<file path="src/rtl/rtype_mc_datapath.sv">
// Multi-cycle R-type datapath: IDLE -> DECODE -> EXEC -> WB, with register file and debug read port.
// Define OVF_TRAP_EN to report signed add/sub overflow on ovf and suppress the overflowing write.
module rtype_mc_datapath #(
    parameter int DATA_W = 32,
    parameter int NREGS  = 32
) (
    input  logic              clk,
    input  logic              reset,
    input  logic              instr_valid,
    output logic              instr_ready,
    input  logic [31:0]       instr,
    output logic [DATA_W-1:0] out,
    output logic [5:0]        op,
    output logic              zero,
    output logic              done,
    output logic              illegal,
    output logic              ovf,
    input  logic [4:0]        dbg_addr,
    output logic [DATA_W-1:0] dbg_data
);
    localparam int IW  = $clog2(NREGS);
    localparam int SHW = $clog2(DATA_W);
    localparam int MSB = DATA_W - 1;

    typedef enum logic [1:0] {IDLE, DECODE, EXEC, WB} state_t;

    state_t            state_q, state_d;
    logic [31:0]       instr_q;
    logic [5:0]        op_q;
    logic [DATA_W-1:0] a_q, b_q, out_q;
    logic              zero_q, illegal_q, ovf_q;
    logic [DATA_W-1:0] regs_q [NREGS];

    logic [IW-1:0]     rs_idx, rt_idx, rd_idx;
    logic [5:0]        funct;
    logic [SHW-1:0]    shamt_m;
    logic [DATA_W-1:0] sum, diff, alu_res;
    logic              alu_ill, ovf_d, reg_we;

    assign rs_idx  = instr_q[21 +: IW];
    assign rt_idx  = instr_q[16 +: IW];
    assign rd_idx  = instr_q[11 +: IW];
    assign funct   = instr_q[5:0];
    assign shamt_m = SHW'(instr_q[10:6]);
    assign sum     = a_q + b_q;
    assign diff    = a_q - b_q;

    always_ff @(posedge clk or posedge reset) begin
        if (reset) state_q <= IDLE;
        else       state_q <= state_d;
    end

    always_comb begin
        state_d = state_q;
        case (state_q)
            IDLE:    if (instr_valid) state_d = DECODE;
            DECODE:  state_d = EXEC;
            EXEC:    state_d = WB;
            WB:      state_d = IDLE;
            default: state_d = IDLE;
        endcase
    end

    assign instr_ready = (state_q == IDLE);
    assign done        = (state_q == WB);

    always_comb begin
        alu_res = '0;
        alu_ill = 1'b0;
        case (funct)
            6'h20:   alu_res = sum;
            6'h22:   alu_res = diff;
            6'h24:   alu_res = a_q & b_q;
            6'h25:   alu_res = a_q | b_q;
            6'h26:   alu_res = a_q ^ b_q;
            6'h27:   alu_res = ~(a_q | b_q);
            6'h2A:   alu_res = {{(DATA_W-1){1'b0}}, $signed(a_q) < $signed(b_q)};
            6'h2B:   alu_res = {{(DATA_W-1){1'b0}}, a_q < b_q};
            6'h00:   alu_res = b_q << shamt_m;
            6'h02:   alu_res = b_q >> shamt_m;
            6'h03:   alu_res = $signed(b_q) >>> shamt_m;
            default: alu_ill = 1'b1;
        endcase
        if (instr_q[31:26] != 6'd0) alu_ill = 1'b1;
        if (alu_ill) alu_res = '0;
    end

`ifdef OVF_TRAP_EN
    // Signed overflow: result sign disagrees with what the operand signs force.
    logic add_ovf, sub_ovf;
    assign add_ovf = (a_q[MSB] == b_q[MSB]) && (sum[MSB] != a_q[MSB]);
    assign sub_ovf = (a_q[MSB] != b_q[MSB]) && (diff[MSB] != a_q[MSB]);
    assign ovf_d   = !alu_ill && (((funct == 6'h20) && add_ovf) || ((funct == 6'h22) && sub_ovf));
`else
    assign ovf_d   = 1'b0;
`endif

    always_ff @(posedge clk or posedge reset) begin
        if (reset) begin
            instr_q   <= '0;
            op_q      <= '0;
            a_q       <= '0;
            b_q       <= '0;
            out_q     <= '0;
            zero_q    <= 1'b1;
            illegal_q <= 1'b0;
            ovf_q     <= 1'b0;
        end else begin
            if (state_q == IDLE && instr_valid) begin
                instr_q <= instr;
                op_q    <= instr[31:26];
            end
            if (state_q == DECODE) begin
                a_q <= regs_q[rs_idx];
                b_q <= regs_q[rt_idx];
            end
            if (state_q == EXEC) begin
                out_q     <= alu_res;
                zero_q    <= (alu_res == '0);
                illegal_q <= alu_ill;
                ovf_q     <= ovf_d;
            end
        end
    end

    assign reg_we = (state_q == WB) && (rd_idx != '0) && !illegal_q && !ovf_q;

    // Register 0 resets to 0 and is never a write target, so it always reads 0.
    always_ff @(posedge clk or posedge reset) begin
        if (reset) begin
            for (int i = 0; i < NREGS; i++) regs_q[i] <= DATA_W'(i);
        end else if (reg_we) begin
            regs_q[rd_idx] <= out_q;
        end
    end

    assign dbg_data = regs_q[dbg_addr[IW-1:0]];
    assign out      = out_q;
    assign op       = op_q;
    assign zero     = zero_q;
    assign illegal  = illegal_q;
    assign ovf      = ovf_q;
endmodule

</file>
<file path="config.mk">
export PLATFORM = sky130hd
export DESIGN_NAME = rtype_mc_datapath
export DESIGN_NICKNAME = d
export VERILOG_FILES = /design/src/rtl/rtype_mc_datapath.sv
export SDC_FILE = /design/constraint.sdc
export NUM_CORES = 2
export LEC_CHECK = 0
export CORE_MARGIN = 2
export CORE_UTILIZATION = 30
export DETAILED_ROUTE_END_ITERATION = 7
export PLACE_DENSITY = 0.45
export SYNTH_ARGS = -nofsm -noshare
export SYNTH_HDL_FRONTEND = slang
export SYNTH_SLANG_ARGS = --single-unit
</file>
<file path="constraint.sdc">
create_clock -name clk -period 70.7 [get_ports clk]
set_input_delay 17.675 -clock clk [delete_from_list [all_inputs] [get_ports clk]]
set_output_delay 17.675 -clock clk [all_outputs]
set_load 0.02 [all_outputs]
</file>
# Word level (Yosys, flattened, before mapping)
# Cells that the tools add are included.
# classes
n_addsub	2
magnitude_cmp	7
n_eq_ne	14
shift	3
mux	18
n_bitwise	8
n_reduce_logical	11
# op_table
operator	count
bitwise mux 1024 bit	1
binary-select mux 32 bit (select 5 bit)	3
case mux 32 bit (11 select lines)	1
2-to-1 mux 32 bit	8
demux 32 bit (select 5 bit)	1
less-than comparator 32 bit	2
== test 6 bit (second input constant)	8
adder 32 bit	1
bitwise AND 32 bit	1
logical NOT 32 bit	1
inverter 32 bit	1
OR 32 bit	1
left shift 32 x 5 -> 32 bit	1
right shift 32 x 5 -> 32 bit	1
>>> shifter 32 x 5 -> 32 bit	1
subtractor 32 bit	1
bitwise XOR 32 bit	1
greater-or-equal comparator 6 bit (second input constant)	4
inverter 5 -> 6 bit	4
== test 6 x 2 -> 1 bit (second input constant)	2
OR reduction 11 bit	1
case mux 2 bit (4 select lines)	1
logical NOT 6 bit	1
less-than comparator 6 x 1 -> 1 bit (second input constant)	1
other kinds (10)	15
# totals
regBits	1162
in_bits	40
out_inout_bits	75
word_cells	103

# Longest topological paths before layout
# depth
depth_word	6
depth_mapped	16
ltp_nobuf	15

# Worst setup path after synthesis
# No wires, ideal clock.
# synth_path
path_kind	input port to output port
start	input port dbg_addr[0]
end	output port dbg_data[10]
t_arrival_ns	20.140
required_ns	53.025
path_slack_ns	32.885
cell_stages	6
path_buffers	3
cell_sequence	clkbuf_1 -> clkbuf_1 -> buf_1 -> mux4_2 -> mux4_2 -> mux2_2
# synth_via
elab_chain_len	4
# synth_rtl
item	line_no	rtl
start: declaration	18	input logic [4:0] dbg_addr,
inverter 5 -> 6 bit (not written as such)	137	assign dbg_data = regs_q[dbg_addr[IW-1:0]];
binary-select mux 32 bit (select 5 bit)	137	
2-to-1 mux 32 bit (not written as such) (2 in a row)	137	
end: declaration	19	output logic [DATA_W-1:0] dbg_data
# No other way between the ends. The select of a mux whose other input is x is not followed.

# Worst setup path after layout
# layout_path
start	input port dbg_addr[0]
end	output port dbg_data[22]
# The elaborated chain is that of the path after synthesis.

==> metrics.cfg <==
[outcome]
status=complete, no violations

[synthesis]
ys_seq_area_share_pct=38.0
synth_edf_count=0
netlist_area_um2=76300
synth_simple_gate_area_share_pct=3.79
synth_cell_type_count=93
synth_top_family_by_area=multiplexers
synth_adder_area_share_pct=1.81
yosysTopAreaCell=dfrtp_1
synth-seq-cells=1156
async_reset_ff_share_pct=100
synthCells=5528
synth-xor-area-share_pct=0.413
synthMuxAreaShare_pct=45.6
synth_flop_cell=dfrtp_1
syn_nets=5677
yosysTopAreaCellShare_pct=35.3
yosys-top-cells-area=dfrtp_1 (35%), mux4_2 (30%), mux2_2 (14%)
synth.avg_cell_area_um2=13.8
synth-compound-area-share_pct=6.45
synth_warnings=0

[clock_network]
htreeDepth=4
root_buffer=clkbuf_16
postCtsHoldBufs=0
post-cts-setup-buffers=0
cts_tree=built
cts_num_sinks=1156
clk_pin_slew_ns=0.06
cts_buffers=145
worstSkewPairLatency_ns=0.82
cts_resized=0
clockBufferDepth=3

[critical_path]
crit_buf_inv=5
start_kind=input port
slowest_stage=buf_4
path_cells=buf_8, buf_4, buf_4, buf_4, mux4_2, mux4_2, mux2_2, clkdlybuf4s50_1
cp-end-kind=output port
r2r_start=instr_q[7]
cp_slowest_stage_delay_ns=0.89
ff2ff_path_depth=12
critical_path.most_common_cell=buf_4
crit_fanout=56
r2r-end=zero
worst-path-stages=8
arrival_ns=22.72
reg2reg_slack_ns=64.17
cpLargestDelayFamily=buffers and inverters
path_class=input port to output port
worstPathRequired_ns=53.02

[global_routing]
first_global_vias=52700
grt.total_usage_pct=22.2
grt_overflow=0
antenna_found_initial=13
grt_pass1_wl_um=414000
grt_max_degree=148

[power_and_ir_drop]
power.density_nw_per_um2=33.7
peakVddDrop_mv=0.0289
p_leak_uw=0.0357

[floorplan]
fp.dieH_um=508
io_pins=115
start_util_pct=30.1
num_rows=185
die-area_um2=258000
placeableCoreArea_um2=253000
die_w_um=508

[sta]
setup_viol=0
finalSetupTns_ns=0
rsz0062_at_grt=false
slew_headroom_pct=15.4
final_hold_viol_count=0
worst_pin_slew_ns=1.27
worst_clock_skew_ns=0.0481
slew_violations=0
fin_crit_ns=40.39
holdWs_ns=0.412
fmax_mhz=24.8
finalCritPeriodShare_pct=57.1

[hold_path]
whs_path_depth=0
min_path_type=register to register
whs_endpoint=regs_q[1010]
min_from=regs_q[1010]

[placed_design]
globalplace.congestion=0.930
portBuffers=113
dp_hpwl_um=179000

[routing]
finalWirelength_um=288000
drc=0
wl_per_cell_um=32.8
drt_iter0_drc=5626
drtAntennaViolNets=0
vias=52600
routed_via_density=5.98
drt_pass1_iterations=5

[final_layout]
multi_input_area_um2=44500
nNetsFinal=5459
fillers=24500
drive_above_1_share_pct=46.4
syn2layout_area_growth_pct=12.4
final_cell_mix=dfrtp_1 (1060), mux4_2 (1024), mux2_2 (939)
final_common_cell=dfrtp_1
seq_area_um2=29100

[flow_run]
maxCapViolations=0

[report_power, final]
group          internal [uW]  leakage, uW  switching, uW
logic                    473       0.0176            798
registers                696       0.0156            131
clock network            480      0.00250            315
[per-stage QoR]
stage | util, % | total power, uW | cells | setup slack [ns] | cell area (um2)
3_3_place_gp | 31.8 | 2090 | 8529 | 30.23 | 80700
2_1_floorplan | - | 1660 | 5528 | 20.60 | 76300
6_report | 33.8 | 2890 | 8799 | 30.31 | 85700
4_1_cts | 33.8 | 2900 | 8796 | 30.10 | 85700
5_1_grt | 33.8 | 3020 | 8798 | 29.84 | 85700
3_5_place_dp | 31.8 | 2090 | 8529 | 30.10 | 80700
[worst max path at each step]
stage | slack (ns) | endpoint | startpoint
floorplan | 20.60 | a_q[0] | reset
global route | 29.84 | dbg_data[22] | dbg_addr[0]
global placement | 30.23 | dbg_data[22] | dbg_addr[0]
finish | 30.31 | dbg_data[22] | dbg_addr[0]
detailed placement | 30.10 | dbg_data[22] | dbg_addr[0]
CTS | 30.10 | dbg_data[22] | dbg_addr[0]
[layer usage]
metal	GRT usage [%]	routed length, um	up-vias
met5	0	51	-
met4	5.76	7890	8
li1	-	-	21400
met1	32.3	130000	28600
met2	34.0	131000	2186
met3	3.83	19400	432
[kinds of logic after synthesis]
group / count (synthesis)
compound gates: 746
xor+xnor: 36
fa+ha+maj: 109
buf+inv: 754
flops: 1156
mux: 2076
other cells: 1
simple gates: 650
[sequential cells by signal (all words and copies together), names as in the netlist]
signal   cells
illegal      1
zero         1
b_q         32
regs_q    1024
a_q         32
state_q      2
instr_q     32
out         32
[area by class of cell]
| cell class | count | share of cell area, % |
|---|---|---|
| inverter | 126 | 0.560 |
| timing repair buffer | 263 | 2.76 |
| clock buffer | 201 | 4.81 |
| antenna | 3 | 0.00876 |
| multi-input combinational | 3618 | 51.9 |
| sequential | 1156 | 33.9 |
| clock inverter | 66 | 1.10 |
| tap | 3366 | 4.91 |
[synth_stat cells, types with 81 or more instances]
library cell	instances
ha_1	107
mux2_2	939
dfrtp_1	1075
buf_1	120
dfstp_2	81
mux4_2	1024
mux2i_1	110
clkbuf_1	458
inv_1	124
nand2_1	281
a21oi_1	162
nor2_1	190
o21ai_0	232
No activity file was read; power rests on OpenSTA's default activity.
